$ cat config.mk
export PLATFORM = sky130hd
export DESIGN_NAME = hd44780_bus_sched
export DESIGN_NICKNAME = d
export VERILOG_FILES = /design/src/rtl/hd44780_bus_sched_pkg.sv /design/src/rtl/hd44780_rr_arb.sv /design/src/rtl/hd44780_bus_sched.sv
export SDC_FILE = /design/constraint.sdc
export NUM_CORES = 1
export LEC_CHECK = 0
export BUFFER_PORTS_ARGS = -buffer_cell sky130_fd_sc_hd__buf_4
export CAP_MARGIN = 20
export CELL_PAD_IN_SITES_DETAIL_PLACEMENT = 0
export CELL_PAD_IN_SITES_GLOBAL_PLACEMENT = 1
export CORE_MARGIN = 2
export CORE_UTILIZATION = 41
export DETAILED_ROUTE_END_ITERATION = 16
export PLACE_DENSITY_LB_ADDON = 0.1
export SLEW_MARGIN = 30
export SYNTH_ARGS = -nofsm -noshare
export SYNTH_HDL_FRONTEND = slang
export SYNTH_HIERARCHICAL = 1
export SYNTH_SLANG_ARGS = --single-unit
$ cat constraint.sdc
create_clock -name clk -period 2.9 [get_ports clk]
set_input_delay 0.145 -clock clk [delete_from_list [all_inputs] [get_ports clk]]
set_output_delay 0.145 -clock clk [all_outputs]
set_load 0.01 [all_outputs]
$ cat src/rtl/hd44780_bus_sched_pkg.sv
// Shared definitions for the hd44780_* blocks.
// Contents: FSM state encodings, default bus timing constants and a helper that
// applies the minimum post-pulse wait to a requested wait count.
package hd44780_bus_sched_pkg;

    localparam logic [2:0] ST_POWERUP = 3'd0;
    localparam logic [2:0] ST_IDLE    = 3'd1;
    localparam logic [2:0] ST_SETUP   = 3'd2;
    localparam logic [2:0] ST_STROBE  = 3'd3;
    localparam logic [2:0] ST_WAIT    = 3'd4;

    // Default timing in 1 MHz cycles.
    localparam int unsigned DEF_POWERUP_CYC = 15000;
    localparam int unsigned DEF_SETUP_CYC   = 1;
    localparam int unsigned DEF_PULSE_CYC   = 2;
    localparam int unsigned DEF_MIN_WAIT    = 40;

    // Requested waits below the floor are raised to the floor; larger ones pass through.
    function automatic logic [15:0] wait_floor(input logic [15:0] w, input logic [15:0] min_w);
        return (w < min_w) ? min_w : w;
    endfunction

endpackage

$ cat src/rtl/hd44780_rr_arb.sv
// 2-way round-robin arbiter (combinational).
// Ports:
//   req_i [1:0]  request per requester
//   ptr_i        requester preferred when both request
//   win_o [1:0]  one-hot winner, zero when no request
// The pointer register lives in the parent so it only moves on an actual grant.
module hd44780_rr_arb (
    input  logic [1:0] req_i,
    input  logic       ptr_i,
    output logic [1:0] win_o
);

    always_comb begin
        win_o = 2'b00;
        if (req_i == 2'b11) begin
            win_o = ptr_i ? 2'b10 : 2'b01;
        end else begin
            win_o = req_i;
        end
    end

endmodule

$ cat src/rtl/hd44780_bus_sched.sv
// Scheduler sharing one HD44780 8-bit write-only bus between two requesters.
// Enforces the power-up delay, round-robin arbitration, RS/data setup before the
// enable strobe, the enable low pulse and a per-transfer completion wait.
// All state updates happen on the falling edge of the 1 MHz clock.
// Ports:
//   clk, rst         clock (negedge active), synchronous active-high reset
//   req/req_rs       per-requester request and register select
//   req_data         byte of requester i at [8i+7:8i]
//   req_wait         post-pulse wait of requester i at [16i+15:16i]
//   grant/done       one-cycle pulses per requester (accepted / finished)
//   busy             high in every state except IDLE
//   lcd_rs/rw/clk/data  LCD pins (lcd_clk is the enable, idle high)
module hd44780_bus_sched
    import hd44780_bus_sched_pkg::*;
#(
    parameter int unsigned POWERUP_CYC = DEF_POWERUP_CYC,
    parameter int unsigned SETUP_CYC   = DEF_SETUP_CYC,
    parameter int unsigned PULSE_CYC   = DEF_PULSE_CYC,
    parameter int unsigned MIN_WAIT    = DEF_MIN_WAIT
) (
    input  logic        clk,
    input  logic        rst,
    input  logic [1:0]  req,
    input  logic [1:0]  req_rs,
    input  logic [15:0] req_data,
    input  logic [31:0] req_wait,
    output logic [1:0]  grant,
    output logic [1:0]  done,
    output logic        busy,
    output logic        lcd_rs,
    output logic        lcd_rw,
    output logic        lcd_clk,
    output logic [7:0]  lcd_data
);

    localparam logic [15:0] PU_LAST    = 16'(POWERUP_CYC - 1);
    localparam logic [15:0] SETUP_LAST = 16'(SETUP_CYC - 1);
    localparam logic [15:0] PULSE_LAST = 16'(PULSE_CYC - 1);
    localparam logic [15:0] MIN_W      = 16'(MIN_WAIT);

    logic [2:0]  state_q, state_d;
    logic [15:0] cnt_q, cnt_d;
    logic [15:0] wait_q, wait_d;
    logic        owner_q, owner_d;
    logic        ptr_q, ptr_d;
    logic [1:0]  grant_q, grant_d;
    logic [1:0]  done_q, done_d;
    logic        rs_q, rs_d;
    logic [7:0]  data_q, data_d;
    logic        en_q, en_d;

    logic [1:0]  win;
    logic        win_idx;

    hd44780_rr_arb u_arb (
        .req_i (req),
        .ptr_i (ptr_q),
        .win_o (win)
    );

    assign win_idx = win[1];

    always_comb begin
        state_d = state_q;
        cnt_d   = cnt_q;
        wait_d  = wait_q;
        owner_d = owner_q;
        ptr_d   = ptr_q;
        grant_d = 2'b00;
        done_d  = 2'b00;
        rs_d    = rs_q;
        data_d  = data_q;
        en_d    = en_q;
        case (state_q)
            // Power-up counts up from the reset value 0; transfer phases count down.
            ST_POWERUP: begin
                if (cnt_q == PU_LAST) begin
                    state_d = ST_IDLE;
                    cnt_d   = 16'd0;
                end else begin
                    cnt_d = cnt_q + 16'd1;
                end
            end
            ST_IDLE: begin
                if (req != 2'b00) begin
                    grant_d = win;
                    owner_d = win_idx;
                    ptr_d   = ~win_idx;
                    rs_d    = req_rs[win_idx];
                    data_d  = win_idx ? req_data[15:8] : req_data[7:0];
                    wait_d  = wait_floor(win_idx ? req_wait[31:16] : req_wait[15:0], MIN_W);
                    cnt_d   = SETUP_LAST;
                    state_d = ST_SETUP;
                end
            end
            ST_SETUP: begin
                if (cnt_q == 16'd0) begin
                    state_d = ST_STROBE;
                    en_d    = 1'b0;
                    cnt_d   = PULSE_LAST;
                end else begin
                    cnt_d = cnt_q - 16'd1;
                end
            end
            ST_STROBE: begin
                if (cnt_q == 16'd0) begin
                    state_d = ST_WAIT;
                    en_d    = 1'b1;
                    cnt_d   = wait_q - 16'd1;
                end else begin
                    cnt_d = cnt_q - 16'd1;
                end
            end
            // done is registered, so it appears in the cycle the bus is already IDLE.
            ST_WAIT: begin
                if (cnt_q == 16'd0) begin
                    state_d = ST_IDLE;
                    done_d  = owner_q ? 2'b10 : 2'b01;
                end else begin
                    cnt_d = cnt_q - 16'd1;
                end
            end
            default: begin
                state_d = ST_POWERUP;
                cnt_d   = 16'd0;
            end
        endcase
    end

    always_ff @(negedge clk) begin
        if (rst) begin
            state_q <= ST_POWERUP;
            cnt_q   <= 16'd0;
            wait_q  <= 16'd0;
            owner_q <= 1'b0;
            ptr_q   <= 1'b0;
            grant_q <= 2'b00;
            done_q  <= 2'b00;
            rs_q    <= 1'b0;
            data_q  <= 8'h00;
            en_q    <= 1'b1;
        end else begin
            state_q <= state_d;
            cnt_q   <= cnt_d;
            wait_q  <= wait_d;
            owner_q <= owner_d;
            ptr_q   <= ptr_d;
            grant_q <= grant_d;
            done_q  <= done_d;
            rs_q    <= rs_d;
            data_q  <= data_d;
            en_q    <= en_d;
        end
    end

    assign grant    = grant_q;
    assign done     = done_q;
    assign busy     = (state_q != ST_IDLE);
    assign lcd_rs   = rs_q;
    assign lcd_rw   = 1'b0;
    assign lcd_clk  = en_q;
    assign lcd_data = data_q;

endmodule

# Word level (Yosys, flattened, before mapping)
# Cells that the tools add are included.
# word_totals
regBits	51
output_inout_bits	16
wordCells	66
# classes
n_addsub	3
magnitude_cmp	2
n_eq_ne	13
mux	23
n_bitwise	5
n_reduce_logical	10
# op_table
operator	count
$mux 16	7
$pmux 16 s5	1
$sub 16x1->16 const B	2
$add 16x1->16 const B	1
$eq 16x14->1 const B	1
$logic_not 16->1	1
$lt 16x6->1 const B	1
$mux 3	5
$pmux 3 s5	1
$ne 2x2->1 const B	6
$mux 8	1
$eq 3x2->1 const B	2
$mux 2	3
$reduce_or 3->1	2
$not 1->1	5
$reduce_and 5->1	1
$mux 1	4
$reduce_and 2->1	2
$reduce_bool 2->1	2
$eq 3x1->1 const B	1
$eq 3x3->1 const B	1
$logic_not 3->1	1
$ne 3x1->1 const B	1
$reduce_and 3->1	1
other kinds (3)	3

# Longest topological paths before layout
# depth
ltp_word	5
ltp_mapped	10
depth_no_buf	8

# Modules after synthesis
# The synthesis kept the hierarchy.
# by_module_without_submodules
mod	instances	cells_each	area_per_inst_um2
hd44780_bus_sched	1	429	3485.8
hd44780_rr_arb	1	3	18.8

==> results.json <==
{
  "worst_pin_slew_ns": 0.583,
  "n_antenna_cell": 0,
  "critPathKind": "reg2out",
  "crit_fanout": 3,
  "area_growth_pct": 27.4,
  "yosys.area.top_type_share": 0.291,
  "grt_max_degree": 42,
  "syn_nets": 490,
  "grt_pass1_wl_um": 17000,
  "drive_gt1_frac": 0.232,
  "post-route-util": 0.541,
  "crit_chain": "nor2_2, nand2_1, buf_4",
  "vias_per_cell": 5.63,
  "finalNetCount": 609,
  "irDropWorstVdd_mv": 0.321,
  "hold_buffers": 0,
  "cpMaxStageDelayCell": "dfxtp_1",
  "vias": 3697,
  "slew-limit-headroom": 0.611,
  "required_ns": 2.76,
  "ys_top_cells_by_area": "dfxtp_1 29%, nor2_1 6.3%, mux2i_1 6.3%",
  "num_io_pins": 70,
  "maxSlewViolCount": 0,
  "fp-row-count": 33,
  "seq_area_frac_synth": 0.291,
  "cts_setup_buffers": 0,
  "timing.rr.end": "cnt_q[3]$_SDFFE_NP0P_",
  "cts_buffers": 5,
  "gp_congestion": 0.896,
  "synthTopCellsByCount": "59 x nor2_1, 51 x dfxtp_1, 32 x nand2_1",
  "routed_wl_um": 10400,
  "r2r_cells": 8,
  "finalWorstSetupSlack_ns": 0.116,
  "synth_cell_types": 75,
  "fillers": 836,
  "antenna_found_initial": 0,
  "async_flop_share": 0,
  "crit_path_max_incr_delay_ns": 0.31,
  "die_w_um": 96.5,
  "wire_per_inst_um": 15.9,
  "synthMostInstantiatedCell": "nor2_1",
  "syn_area_um2": 3500,
  "hpwl_um": 7860,
  "hold_class": "reg2reg",
  "dp.cells": 599,
  "synth-seq-cells": 51,
  "design_power_total_mw": 4.31,
  "die_y_um": 96.5,
  "end_kind": "output pin",
  "power.density_nw_per_um2": 966,
  "initial_utilization": 0.424,
  "multiInputGateArea_um2": 2270,
  "cts_tree": "built",
  "drc": 0,
  "syn_inst": 432,
  "overflow": 0,
  "cts_max_path_buffers": 2,
  "skew_ns": 0.0216,
  "clock-root-buffer": "clkbuf_8",
  "critical_path.startpoint_type": "flop",
  "final_cells": 657,
  "finalSetupViolCount": 0,
  "grt_pass1_vias": 3631,
  "startpoint": "state_q[2]$_SDFFE_NP0P_",
  "maxCapViolations": 0,
  "grtUsageTotal": 0.234,
  "status": "completed",
  "firstDrtPassIters": 4,
  "place_ws_ns": -0.172,
  "avgSynthCellArea_um2": 8.11,
  "synth-main-ff-cell": "dfxtp_1",
  "ant_nets": 0,
  "synth_edf_count": 0,
  "yosys_warnings": 6,
  "clock_sinks": 51,
  "reg2reg_setup_slack_ns": 0.38,
  "cp.depth": 3,
  "seqCellArea_um2": 1020,
  "critPathTopFamily": "simple AND/OR/NAND/NOR gates",
  "endpoint": "busy",
  "yosys.area.top_type": "dfxtp_1",
  "drt_iter0_markers": 162,
  "rsz0062_at_grt": "false",
  "path_buf_inv": 1,
  "htree_levels": 2,
  "crit_arrival_ns": 2.64,
  "hold_violations": 0,
  "core-area_um2": 8260,
  "clk_latency_ns": 0.39,
  "path_clk_slew_ns": 0.04,
  "io_buffers": 68,
  "dieArea_um2": 9300,
  "p_leak_nw": 1.95,
  "r2r-start": "cnt_q[1]$_SDFFE_NP0P_"
}
how the worst min path moves through the flow:
stage,startpoint,end,slack (ns),cells past startpoint
after global routing,owner_q$_SDFFE_NP0P_,done[0]$_SDFF_NP0_,0.49,1
final,owner_q$_SDFFE_NP0P_,done[0]$_SDFF_NP0_,0.44,1
after CTS,owner_q$_SDFFE_NP0P_,done[0]$_SDFF_NP0_,0.44,1
after global placement,owner_q$_SDFFE_NP0P_,done[0]$_SDFF_NP0_,0.43,1
after floorplan,owner_q$_SDFFE_NP0P_,done[0]$_SDFF_NP0_,0.40,1
after detailed placement,owner_q$_SDFFE_NP0P_,done[0]$_SDFF_NP0_,0.44,1
flip-flops by register name (all words and copies together), names as in the netlist:
signal    flops
ptr_q         1
owner_q       1
state_q       3
lcd_data      8
lcd_clk       1
grant         2
cnt_q        16
wait_q       16
lcd_rs        1
done          2
power breakdown:
group | internal [mW] | switching [mW] | leakage (nW)
sequential | 0.883 | 0.239 | 0.414
clock | 0.267 | 0.451 | 0.323
combinational | 1.01 | 1.46 | 1.21
cell usage in the layout, fill, tap and decap left out, drive strengths merged, types with 4 or more instances in the layout:
| cell | instances |
|---|---|
| a211oi | 24 |
| a21oi | 20 |
| a221oi | 5 |
| and3 | 6 |
| and4 | 5 |
| buf | 94 |
| clkbuf | 5 |
| dfxtp | 51 |
| ha | 4 |
| inv | 63 |
| mux2i | 22 |
| nand2 | 33 |
| nand3 | 17 |
| nor2 | 60 |
| nor3 | 17 |
| nor3b | 7 |
| nor4 | 10 |
| o21ai | 12 |
| o221ai | 5 |
| o32ai | 5 |
| or3 | 5 |
| or4 | 4 |
| xnor2 | 13 |
| xor2 | 8 |
cell families after synthesis:
kind of cell,Yosys count,synth area share
buffers and inverters,43,0.0650
AND/OR/NAND/NOR,183,0.278
flip-flops,51,0.291
multiplexers,25,0.0725
XOR/XNOR,21,0.0525
other,1,0.00107
AO/OA/AOI/OAI,103,0.222
adder cells (fa/ha/maj),5,0.0171
per-layer routing:
layer  wire, µm  global-route usage  share of wire  vias to the layer above
met1       4730               0.301           0.45                     1716
met5          0                   0              0                        -
met3        605              0.0520          0.058                       15
met4        159              0.0810          0.015                        0
li1           -                   -              -                     1836
met2       4950               0.387           0.47                      130
final cells by class:
cell class / instances / area share
Timing Repair Buffer: 94 / 0.161
Multi-Input combinational cell: 338 / 0.509
Clock inverter: 54 / 0.0482
Sequential cell: 51 / 0.229
Tap cell: 105 / 0.0294
Clock buffer: 5 / 0.0154
Inverter: 10 / 0.00841
through the flow:
stage          hold slack, ns  setup TNS, ns  area, µm²
6_report                0.440              0       4460
2_1_floorplan           0.402              0       3510
4_1_cts                 0.437              0       4460
3_5_place_dp            0.435          -1.62       4180
3_3_place_gp            0.427          -1.20       4180
5_1_grt                 0.488              0       4460
repair_timing:
item                                    CTS  global route
resized for setup                         0             1
endpoints found under the setup margin    0             1
hold endpoints to repair                  0             0
No activity file was read; power rests on OpenSTA's default activity.
